`src/rtl/tdm_slot_scheduler_pkg.sv`:
```
// tdm_pkg: shared defaults and FSM state type for the TDM slot scheduler.
//   N_CH_DEF    - default channel count (power of two)
//   SEL_W_DEF   - default select width, log2(N_CH_DEF)
//   DWELL_W_DEF - default width of the dwell configuration input
//   state_e     - scheduler FSM states
package tdm_pkg;

  localparam int unsigned N_CH_DEF    = 8;
  localparam int unsigned SEL_W_DEF   = 3;
  localparam int unsigned DWELL_W_DEF = 8;

  typedef enum logic {
    IDLE = 1'b0,
    SLOT = 1'b1
  } state_e;

endpackage

```
`src/rtl/tdm_slot_scheduler_rr_next_sel.sv`:
```
// rr_next_sel: circular priority encoder.
// Returns the first set bit of req at or after index start, wrapping
// around past N_CH-1 back to 0.
//   req      - request mask
//   start    - index where the search begins
//   next_idx - selected index (equals start when nothing is found)
//   found    - high when req has any bit set
module rr_next_sel #(
  parameter int unsigned N_CH  = 8,
  parameter int unsigned SEL_W = 3
) (
  input  logic [N_CH-1:0]  req,
  input  logic [SEL_W-1:0] start,
  output logic [SEL_W-1:0] next_idx,
  output logic             found
);

  logic [N_CH-1:0]  rot;
  logic [SEL_W-1:0] ofs;

  always_comb begin
    // Rotating the doubled mask right by start puts channel 'start' at bit 0,
    // so a plain lowest-bit-first scan yields the circular winner.
    rot   = N_CH'({req, req} >> start);
    found = 1'b0;
    ofs   = '0;
    for (int unsigned i = 0; i < N_CH; i++) begin
      if (rot[i] && !found) begin
        ofs   = SEL_W'(i);
        found = 1'b1;
      end
    end
    next_idx = start + ofs;
  end

endmodule

```
`src/rtl/tdm_slot_scheduler.sv`:
```
// tdm_slot_scheduler: time-division controller for a shared 1-bit serial line
// between an N_CH:1 mux and a 1:N_CH demux. Grants slots round-robin to
// requesting channels only, holds each slot for a programmable dwell, and
// latches the received bit into a per-channel hold register at slot end.
//   clk         - system clock, rising edge
//   rst         - asynchronous reset, active-high
//   en          - scheduler enable (checked at slot boundaries)
//   req         - per-channel request mask
//   dwell       - cycles per slot, 0 treated as 1, captured at slot start
//   line_in     - serial bit from the mux output
//   sel         - select to mux and demux
//   sel_valid   - high while a slot is active
//   frame_start - pulse on the first cycle of a slot that begins a new round
//   hold_out    - latched per-channel data
module tdm_slot_scheduler
  import tdm_pkg::*;
#(
  parameter int unsigned N_CH    = N_CH_DEF,
  parameter int unsigned SEL_W   = SEL_W_DEF,
  parameter int unsigned DWELL_W = DWELL_W_DEF
) (
  input  logic               clk,
  input  logic               rst,
  input  logic               en,
  input  logic [N_CH-1:0]    req,
  input  logic [DWELL_W-1:0] dwell,
  input  logic               line_in,
  output logic [SEL_W-1:0]   sel,
  output logic               sel_valid,
  output logic               frame_start,
  output logic [N_CH-1:0]    hold_out
);

  state_e             state_q, state_d;
  logic [SEL_W-1:0]   last_q, last_d;
  logic [SEL_W-1:0]   sel_d;
  logic               sel_valid_d;
  logic               frame_start_d;
  logic [DWELL_W-1:0] cnt_q, cnt_d;
  logic [N_CH-1:0]    hold_d;
  logic [DWELL_W-1:0] dwell_eff;
  logic [SEL_W-1:0]   search_start;
  logic [SEL_W-1:0]   nxt_idx;
  logic               nxt_found;
  logic               slot_end;

  assign dwell_eff = (dwell == '0) ? DWELL_W'(1) : dwell;

  // While in a slot, last_q equals sel, so one search from last+1 serves
  // both the IDLE entry and the back-to-back slot hand-off.
  assign search_start = last_q + SEL_W'(1);

  rr_next_sel #(
    .N_CH  (N_CH),
    .SEL_W (SEL_W)
  ) u_rr_next_sel (
    .req      (req),
    .start    (search_start),
    .next_idx (nxt_idx),
    .found    (nxt_found)
  );

  always_comb begin
    state_d       = state_q;
    last_d        = last_q;
    sel_d         = sel;
    sel_valid_d   = sel_valid;
    frame_start_d = 1'b0;
    cnt_d         = cnt_q;
    hold_d        = hold_out;
    slot_end      = 1'b0;

    case (state_q)
      IDLE: ;
      SLOT: begin
        if (!req[sel]) begin
          // Request dropped: abort without sampling.
          slot_end = 1'b1;
        end else if (cnt_q == '0) begin
          hold_d[sel] = line_in;
          slot_end    = 1'b1;
        end else begin
          cnt_d = cnt_q - DWELL_W'(1);
        end
      end
      default: ;
    endcase

    if (state_q == IDLE || slot_end) begin
      if (en && nxt_found) begin
        state_d       = SLOT;
        sel_d         = nxt_idx;
        last_d        = nxt_idx;
        sel_valid_d   = 1'b1;
        cnt_d         = dwell_eff - DWELL_W'(1);
        frame_start_d = (state_q == IDLE) || (nxt_idx <= sel);
      end else begin
        state_d     = IDLE;
        sel_valid_d = 1'b0;
      end
    end
  end

  always_ff @(posedge clk or posedge rst) begin
    if (rst) begin
      state_q     <= IDLE;
      last_q      <= SEL_W'(N_CH - 1);
      sel         <= '0;
      sel_valid   <= 1'b0;
      frame_start <= 1'b0;
      cnt_q       <= '0;
      hold_out    <= '0;
    end else begin
      state_q     <= state_d;
      last_q      <= last_d;
      sel         <= sel_d;
      sel_valid   <= sel_valid_d;
      frame_start <= frame_start_d;
      cnt_q       <= cnt_d;
      hold_out    <= hold_d;
    end
  end

endmodule

```
`config.mk`:
```
export PLATFORM = sky130hd
export DESIGN_NAME = tdm_slot_scheduler
export DESIGN_NICKNAME = d
export VERILOG_FILES = /design/src/rtl/tdm_slot_scheduler_pkg.sv /design/src/rtl/tdm_slot_scheduler_rr_next_sel.sv /design/src/rtl/tdm_slot_scheduler.sv
export SDC_FILE = /design/constraint.sdc
export NUM_CORES = 1
export LEC_CHECK = 0
export ABC_AREA = 1
export CAP_MARGIN = 30
export CORE_UTILIZATION = 28
export CTS_CLUSTER_SIZE = 16
export DETAILED_ROUTE_END_ITERATION = 8
export PLACE_DENSITY_LB_ADDON = 0.12
export SYNTH_ARGS = -nofsm -noshare
export SYNTH_HDL_FRONTEND = slang
export SYNTH_HIERARCHICAL = 1
export SYNTH_SLANG_ARGS = --single-unit
```
`constraint.sdc`:
```
create_clock -name clk -period 4.65 [get_ports clk]
set_input_delay 0.465 -clock clk [delete_from_list [all_inputs] [get_ports clk]]
set_output_delay 0.465 -clock clk [all_outputs]
set_load 0.02 [all_outputs]
```
==> results of run 1 <==
-- Yosys cell counts (2+ instances only) --
cell | n | area (µm²)
o31ai_1 | 2 | 15.0
nand3_2 | 8 | 80.1
o21ai_1 | 4 | 20.0
dfstp_2 | 3 | 78.8
xor2_1 | 4 | 35.0
nand2_1 | 107 | 402
buf_2 | 2 | 10.0
o21ai_2 | 2 | 17.5
nor2_1 | 24 | 90.1
nor2_2 | 7 | 43.8
a31oi_1 | 3 | 18.8
nor2_4 | 2 | 22.5
dfrtp_1 | 21 | 526
inv_2 | 7 | 26.3
a21oi_1 | 11 | 55.1
a21oi_2 | 6 | 52.6
nand3_1 | 36 | 180
xnor2_1 | 2 | 17.5
nand2_4 | 4 | 45.0
nand2_2 | 13 | 81.3
ha_1 | 7 | 87.6
buf_6 | 3 | 33.8
nand4_1 | 11 | 68.8
inv_1 | 37 | 139
o21ai_0 | 11 | 55.1
-- flip-flops by register name, indices dropped and copies added, names as in the netlist --
| register | flops |
|---|---|
| hold_out | 8 |
| cnt_q | 8 |
| sel | 3 |
| last_q | 3 |
| state_q | 1 |
| frame_start | 1 |
-- cell type report --
type,count,area (µm²),area share
clock buffers,3,41.3,0.0144
clock inverters,1,30.0,0.0105
inverters,45,176,0.0617
multi-input cells,274,1520,0.532
flip-flops and latches,24,604,0.211
well taps,105,131,0.0459
repair buffers,34,355,0.124
-- cell families after synthesis --
group,after synthesis,synth area share
buf+inv,52,0.0981
fa+ha+maj,8,0.0456
simple gates,217,0.465
flops,24,0.256
xor+xnor,6,0.0223
compound gates,43,0.112
-- how the worst min path moves through the flow --
stage                           start          end  slack, ps  depth (start not counted)
after CTS                         rst  hold_out[4]        420                          2
after detailed placement  hold_out[2]  hold_out[2]        460                          2
after global routing              rst  hold_out[5]        430                          2
after floorplan             last_q[1]    last_q[1]        450                          2
final                             rst  hold_out[5]        420                          2
after global placement    hold_out[4]  hold_out[4]        460                          2
-- report_power, final --
part,total (mW),internal [mW],switching [mW]
sequential,0.409,0.300,0.109
clock,0.185,0.115,0.0702
combinational,1.94,0.720,1.22
total,2.53,1.13,1.40
-- metrics by stage --
| step | area, µm² | worst slack [ps] | total power [mW] | util | hold slack [ps] |
|---|---|---|---|---|---|
| final | 2860 | 918 | 2.53 | 0.350 | 424 |
| after global routing | 2860 | 537 | 2.87 | 0.350 | 435 |
| after CTS | 2860 | 899 | 2.57 | 0.350 | 424 |
| after detailed placement | 2790 | 893 | 2.37 | 0.341 | 461 |
| after global placement | 2760 | 934 | 2.37 | 0.338 | 459 |
| after floorplan | 2360 | 1220 | 1.99 | - | 448 |
-- cells in the final DEF (no fill, tap or decap), drive strengths merged --
| cell | count |
|---|---|
| clkbuf | 3 |
| o21a | 1 |
| bufinv | 1 |
| a41oi | 1 |
| clkdlybuf4s50 | 32 |
| fa | 1 |
| inv | 45 |
| a31oi | 3 |
| a21boi | 1 |
| nor3 | 1 |
| nand3 | 45 |
| dfstp | 3 |
| nand4 | 12 |
| dfrtp | 21 |
| xnor2 | 2 |
| o211ai | 1 |
| o31ai | 2 |
| ha | 7 |
| a21oi | 17 |
| xor2 | 4 |
| buf | 2 |
| nor2 | 34 |
| o21ai | 17 |
| nand2 | 125 |
-- routing by layer --
layer / GRT usage / vias to the layer above
met1: 0.209 / 1000
met5: 0 / -
met3: 0.00890 / 2
met4: 0.0308 / 0
met2: 0.238 / 32
li1: - / 1199
==> key figures, run 1 <==
Status
  – Outcome: finished, final reports clean

Critical path
  – Worst path slowest cell: dfstp_2
  – Worst setup startpoint: last_q[0]
  – Critical Path End Type: flip-flop
  – Critical path's top delay family: adder cells
  – Crit path kind: flip-flop to flip-flop
  – CP arrival: 3870 ps
  – Worst setup endpoint: frame_start
  – Reg2reg setup slack: 920 ps
  – Largest stage delay on the critical path: 540 ps
  – Maximum net fanout on the critical path: 10
  – WP data required: 4790 ps
  – Reg2reg start: last_q[0]
  – Critical R2R Capture: frame_start
  – Cell Chain, Critical Path: ha_1 > inv_2 > nand3_1 > nand2_1 > o21ai_2 > nor2_8 > nand4_4 > o211ai_1 > ha_1 > fa_1 > xor2_1 > inv_1 > nand3_2 > nand2_1 > inv_1 > ha_1 > nand2_1 > o21a_1 > a31oi_1 > a21oi_1
  – Reg2Reg Depth: 20
  – CP startpoint kind: flip-flop
  – CP bufs+invs: 3
  – Stages on worst setup path: 20

Layout
  – Share of cells above drive strength 1: 0.165
  – Nets: 410
  – FILL cells: 923
  – Fin cells: 486
  – Layout area overhead: 21.3%
  – ANT cells: 0

Drt
  – Via/cell ratio: 4.59
  – 1st-pass router iterations: 4
  – ANT nets after route: 0
  – DRC: 0
  – Met3 wire length: 141 µm
  – Vias: 2,233
  – Met1 wire length: 3010 µm
  – Metal2 WL: 2720 µm
  – DR WL/cell: 12.2 µm
  – Iter 0 DRT Violations: 118
  – WL final: 5910 µm
  – Top sig layer: met4

CTS
  – Post-CTS setup buffers: 0
  – # clock sinks: 24
  – CTS Buf Count: 3
  – H-tree Lvls: 1
  – Clk buf depth: 2
  – Cts hold-fix bufs: 0
  – TritonCTS clock tree: done
  – Clock Latency Late Sink: 270 ps
  – Clk root buf: clkbuf_8
  – Cts repair resizes: 0
  – Clock Pin Slew Worst Setup and Hold Paths: 90 ps

Power and ir drop
  – P_leak: 1.43 nW
  – VDD IR max: 0.532 mV
  – PD cells: 885 nW/µm²

Flow run
  – Max Cap Violations: 0

Placed design
  – RD Place Congestion: 0.815
  – Hpwl dp: 4750 µm
  – Placed Instances: 482
  – PortBufs: 32

Global route
  – All-Layer GR Usage: 0.145
  – First-pass GRT wire length: 10,400 µm
  – Vias in the first global route: 2,187
  – Largest net degree at the start of global routing: 21
  – Initial antenna violation count: 0
  – Gr ovfl total: 0

Floorplan
  – Ports: 33
  – Die Area: 8790 µm²
  – Die Ht: 93.8 µm
  – Initial core utilization: 0.288
  – Core ar.: 8180 µm²
  – Die width: 93.8 µm
  – Row cnt: 33

Synth
  – Number of distinct library cells after synthesis: 38
  – Synth warnings: 6
  – Ys async rst share: 1.00
  – Post-synthesis instance area: 2360 µm²
  – Syn_nets: 378
  – Seq/Total Area, Yosys: 0.256
  – Post-synth EDFFs: 0
  – Synthesis-stage register bit count: 24
  – Syn Inst Count: 350
  – Syn_area_per_cell: 6.74 µm²
  – Synth Flop Type: dfrtp_1

Timing
  – Final hold vios: 0
  – Final setup viols: 0
  – Period Utilization, post-route: 0.803
  – Setup repair after global routing missed its margin: no
  – Final setup TNS: 0 ps
  – Worst-margin pin slew: 552 ps
  – Final min period: 3730 ps
  – Max frequency: 0.268 GHz
  – Slew Limit Headroom: 0.632
  – Clock Skew: 5.44 ps
  – Slew Limit Fails: 0

Min path
  – Tightest Hold Check Type: input port to async pin
No activity file was read; power rests on OpenSTA's default activity.
==> inputs of run 2 (changes only) <==
==> constraint.sdc (replaced) <==
create_clock -name clk -period 3.18 [get_ports clk]
set_input_delay 0.318 -clock clk [delete_from_list [all_inputs] [get_ports clk]]
set_output_delay 0.318 -clock clk [all_outputs]
set_load 0.02 [all_outputs]
==> key figures, run 2 (same netlist as run 1, synthesis figures left out) <==
Status
  – Outcome: finished, violations left
  – Failing checks: setup timing

Drt
  – ANT nets after route: 0 (unchanged)
  – DR WL/cell: 11.7 µm (-3.5%)
  – Iter 0 DRT Violations: 82 (-31%)
  – DRC: 0 (unchanged)
  – WL final: 5950 µm (+0.63%)
  – 1st-pass router iterations: 4 (unchanged)
  – Vias: 2,303 (+3.1%)
  – Via/cell ratio: 4.54 (-1.1%)

Floorplan
  – Die Area: 8790 µm² (unchanged)
  – Ports: 33 (unchanged)
  – Die Ht: 93.8 µm (unchanged)
  – Die width: 93.8 µm (unchanged)
  – Initial core utilization: 0.288 (unchanged)
  – Core ar.: 8180 µm² (unchanged)
  – Row cnt: 33 (unchanged)

CTS
  – Clk root buf: clkbuf_8
  – CTS Buf Count: 3 (unchanged)
  – Clock Pin Slew Worst Setup and Hold Paths: 90 ps (about the same)
  – TritonCTS clock tree: done
  – H-tree Lvls: 1 (unchanged)
  – Post-CTS setup buffers: 0 (unchanged)
  – Clk buf depth: 2 (unchanged)
  – Clock Latency Late Sink: 260 ps (about the same)
  – # clock sinks: 24 (unchanged)

Critical path
  – CP startpoint kind: flip-flop
  – Cell Chain, Critical Path: ha_4 > xor2_4 > buf_12 > nand3_2 > nand2_2 > nor2_4 > nand2_4 > nor2_8 > nand4_4 > o211ai_1 > ha_2 > fa_2 > xor2_1 > inv_1 > nand3_2 > nand2_1 > inv_1 > ha_4 > nand2_1 > o21a_1 > a31oi_1 > a21oi_1
  – Reg2reg start: last_q[1]
  – Largest stage delay on the critical path: 570 ps (+30 ps)
  – Crit path kind: flip-flop to flip-flop
  – Critical Path End Type: flip-flop
  – WP data required: 3320 ps (-1470 ps)
  – CP arrival: 3550 ps (-320 ps)
  – Critical path's top delay family: adder cells
  – CP bufs+invs: 3 (unchanged)
  – Reg2reg setup slack: -240 ps (-1160 ps)
  – Reg2Reg Depth: 22 (+10%)
  – Maximum net fanout on the critical path: 9 (-1)
  – Worst path slowest cell: dfstp_2
  – Critical R2R Capture: frame_start

Layout
  – Commonest non-fill, non-tap cell in the layout: nand2_1
  – Final Cell Area: 3080 µm² (+7.6%)
  – ANT cells: 0 (unchanged)
  – Layout area overhead: 30.6%
  – Nets: 431 (+5.1%)
  – Fin cells: 507 (+4.3%)
  – Biggest regs: cnt_q x8, hold_out x8
  – Post-layout util: 0.377 (+0.0266)
  – Share of cells above drive strength 1: 0.226 (+0.0610)
  – Most frequent cells in the layout: nand2_1 (107), inv_1 (36), nand3_1 (35), clkdlybuf4s50_1 (32), nor2_1 (24)
  – FILL cells: 886 (-4.0%)

Flow run
  – Max Cap Violations: 0 (unchanged)

Global route
  – Gr ovfl total: 0 (unchanged)
  – All-Layer GR Usage: 0.148 (+0.00314)
  – First-pass GRT wire length: 10,600 µm (+2.2%)
  – Largest net degree at the start of global routing: 17 (-19%)
  – Initial antenna violation count: 0 (unchanged)
  – Vias in the first global route: 2,308 (+5.5%)

Timing
  – Period Utilization, post-route: 1.07 (+0.272)
  – Slew Limit Headroom: 0.624 (-0.00777)
  – Clock Skew: 2.56 ps (-2.87 ps)
  – Final hold vios: 0 (unchanged)
  – Worst-margin pin slew: 564 ps (+11.7 ps)
  – Final min period: 3420 ps (-315 ps)
  – Worst slack on hold paths: 347 ps (-76.9 ps)
  – Slew Limit Fails: 0 (unchanged)
  – Final setup viols: 1 (+1)
  – Worst setup margin: -237 ps (-1160 ps)
  – Setup repair after global routing missed its margin: yes
  – Max frequency: 0.293 GHz (+9.2%)

Placed design
  – Placed Instances: 503 (+4.4%)
  – Placed cell area: 3020 µm² (+8.4%)
  – PortBufs: 32 (unchanged)
  – RD Place Congestion: 0.790 (-3.1%)
  – Hpwl dp: 4820 µm (+1.6%)

Min path
  – Tightest Hold Check Type: input port to async pin
## run 2: area by class of cell
cell class,count,area (µm²),area share
Tap cell,105,131,0.0427
Sequential cell,24,604,0.196
Multi-Input combinational cell,274,1580,0.514
Inverter,45,179,0.0581
Clock buffer,4,55.1,0.0179
Timing Repair Buffer,55,526,0.171
## run 2: how the worst max path moves through the flow
stage / to / start / cells after the start
2_1_floorplan: frame_start / last_q[1] / 22
3_3_place_gp: frame_start / req[2] / 22
3_5_place_dp: frame_start / req[6] / 22
4_1_cts: frame_start / last_q[0] / 21
5_1_grt: frame_start / last_q[0] / 21
6_report: frame_start / last_q[1] / 22
## run 2: through the flow
stage	worst slack (ps)	TNS (ps)
after floorplan	-34.6	-34.6
final	-237	-237
after global placement	-241	-241
after CTS	-256	-256
after detailed placement	-269	-269
after global routing	-538	-538
## run 2: what timing repair did
action	in CTS	in global routing
endpoints found under the hold margin	0	0
gates resized for setup	0	1
hold buffers	0	0
endpoints found under the setup margin	1	2
## run 2: routing by layer
layer | track usage | part of all wire | vias up
li1 | - | - | 1243
met1 | 0.205 | 0.51 | 1035
met2 | 0.249 | 0.46 | 21
met3 | 0.00971 | 0.019 | 4
met4 | 0.0397 | 0.010 | 0
met5 | 0 | 0 | -
## run 2: worst reg2reg max path, cell delays in order, from the launching register on
cell,delay [ps]
dfstp_2,570
ha_4,160
xor2_4,220
buf_12,160
nand3_2,90
nand2_2,110
nor2_4,40
nand2_4,90
nor2_8,40
nand4_4,70
o211ai_1,90
ha_2,190
fa_2,330
xor2_1,160
inv_1,70
nand3_2,70
nand2_1,60
inv_1,70
ha_4,280
nand2_1,50
o21a_1,160
a31oi_1,140
a21oi_1,80
Power of run 2 is left out: the tool's default activity adds up to more than one toggle a clock period on the data nets, which glitch-free logic cannot reach.
==> inputs of run 3 (changes only) <==
==> constraint.sdc (replaced) <==
create_clock -name clk -period 4.15 [get_ports clk]
set_input_delay 0.415 -clock clk [delete_from_list [all_inputs] [get_ports clk]]
set_output_delay 0.415 -clock clk [all_outputs]
set_load 0.02 [all_outputs]
==> key figures, run 3 (same netlist as run 1, synthesis figures left out) <==
Status
  – Outcome: finished, final reports clean

CTS
  – Cts repair resizes: 0 (unchanged)
  – Clk root buf: clkbuf_8
  – Cts hold-fix bufs: 0 (unchanged)
  – # clock sinks: 24 (unchanged)
  – H-tree Lvls: 1 (unchanged)
  – Post-CTS setup buffers: 0 (unchanged)
  – Clock Pin Slew Worst Setup and Hold Paths: 100 ps (about the same)
  – TritonCTS clock tree: done
  – Clk buf depth: 2 (unchanged)
  – Clock Latency Late Sink: 280 ps (+20 ps)
  – CTS Buf Count: 3 (unchanged)

Timing
  – Final setup viols: 0 (-1)
  – Slew Limit Headroom: 0.638 (+0.0135)
  – Slew Limit Fails: 0 (unchanged)
  – Setup repair after global routing missed its margin: no
  – Max frequency: 0.267 GHz (-8.6%)
  – Worst-margin pin slew: 543 ps (-20.3 ps)
  – Final hold vios: 0 (unchanged)
  – Final setup TNS: 0 ps (+237 ps)
  – Period Utilization, post-route: 0.901 (-0.173)
  – Final min period: 3740 ps (+323 ps)
  – Clock Skew: 6.49 ps (+3.93 ps)

Layout
  – Share of cells above drive strength 1: 0.165 (-0.0610)
  – Biggest regs: cnt_q x8, hold_out x8
  – Nets: 410 (-4.9%)
  – Layout area overhead: 21.3%
  – Multi-input gate area: 1520 µm² (-3.9%)
  – ANT cells: 0 (unchanged)
  – Commonest non-fill, non-tap cell in the layout: nand2_1
  – Post-layout util: 0.350 (-0.0266)
  – FILL cells: 859 (-3.0%)
  – FF/Latch Area: 604 µm² (unchanged)
  – Most frequent cells in the layout: nand2_1 (107), inv_1 (37), nand3_1 (36), clkdlybuf4s50_1 (32), nor2_1 (24)

Floorplan
  – Die Area: 8790 µm² (unchanged)
  – Die Ht: 93.8 µm (unchanged)
  – Row cnt: 33 (unchanged)
  – Ports: 33 (unchanged)
  – Initial core utilization: 0.288 (unchanged)
  – Core ar.: 8180 µm² (unchanged)
  – Die width: 93.8 µm (unchanged)

Global route
  – All-Layer GR Usage: 0.142 (-0.00678)
  – First-pass GRT wire length: 10,100 µm (-4.9%)
  – Gr ovfl total: 0 (unchanged)
  – Vias in the first global route: 2,162 (-6.3%)
  – Initial antenna violation count: 0 (unchanged)
  – Largest net degree at the start of global routing: 21 (+4)

Drt
  – DR WL/cell: 12.0 µm (+1.8%)
  – WL final: 5810 µm (-2.4%)
  – ANT nets after route: 0 (unchanged)
  – Vias: 2,245 (-2.5%)
  – Via/cell ratio: 4.62 (+1.7%)
  – 1st-pass router iterations: 5 (+1)
  – Iter 0 DRT Violations: 120 (+46%)
  – DRC: 0 (unchanged)

Critical path
  – Reg2reg start: last_q[0]
  – WP data required: 4290 ps (+970 ps)
  – Cell Chain, Critical Path: ha_1 > inv_2 > nand3_1 > nand3_1 > nand2_2 > nor2_4 > nand2_4 > nor2_8 > nand4_4 > o211ai_1 > ha_1 > fa_1 > xor2_1 > inv_1 > nand3_2 > nand2_1 > inv_1 > ha_1 > nand2_1 > o21a_1 > a31oi_1 > a21oi_1
  – Reg2reg setup slack: 410 ps (+650 ps)
  – CP arrival: 3880 ps (+330 ps)
  – Largest stage delay on the critical path: 540 ps (-30 ps)
  – Crit path kind: flip-flop to flip-flop
  – Maximum net fanout on the critical path: 10 (+1)
  – Critical Path End Type: flip-flop
  – Worst path slowest cell: dfstp_2
  – Critical R2R Capture: frame_start
  – CP most frequent cell: ha_1
  – CP startpoint kind: flip-flop
  – Reg2Reg Depth: 22 (unchanged)

Placed design
  – RD Place Congestion: 0.891 (+13%)
  – Hpwl dp: 4650 µm (-3.6%)
  – PortBufs: 32 (unchanged)

Flow run
  – Max Cap Violations: 0 (unchanged)

Min path
  – Tightest Hold Check Type: input port to async pin
run 3: cell count changes in the layout (fill, tap and decap cells not counted), sizes merged:
cell,before,now
clkbuf,4,3
buf,23,2
bufinv,0,1
run 3: worst max-delay path by stage:
| stage | start | end | slack, ps |
|---|---|---|---|
| floorplan | last_q[0] | frame_start | 720 |
| global placement | req[5] | frame_start | 480 |
| detailed placement | last_q[0] | frame_start | 420 |
| CTS | last_q[0] | frame_start | 400 |
| global route | last_q[0] | frame_start | 100 |
| finish | last_q[0] | frame_start | 410 |
run 3: area by class of cell:
class,count,share of cell area
Multi-Input combinational cell,274,0.532
Inverter,45,0.0617
Timing Repair Buffer,34,0.124
Tap cell,105,0.0459
Sequential cell,24,0.211
Clock inverter,1,0.0105
Clock buffer,3,0.0144
run 3: worst max-delay path, delay by kind of cell, from the launching register on:
kind | cells | cell delay [ps]
buffers and inverters | 3 | 270
AOI/OAI and AO/OA | 4 | 480
DFF | 1 | 540
adders and majority gates | 4 | 1300
xor gates and xnor gates | 1 | 160
and+or+nand+nor | 10 | 810
run 3: layer usage:
metal  share of wire  GRT usage  wire length, µm
met5               0          0                0
met4          0.0093     0.0385               54
met3           0.024    0.00890              141
met2            0.46      0.227             2650
met1            0.51      0.204             2960
run 3: per-stage QoR:
step	std cells	area (µm²)	worst slack [ps]	hold WS, ps
final	486	2860	410	366
after global routing	486	2860	95.1	380
after CTS	486	2860	395	372
after detailed placement	482	2790	421	461
after global placement	481	2760	483	460
after floorplan	350	2360	717	427
Power of run 3 is left out for the same reason.
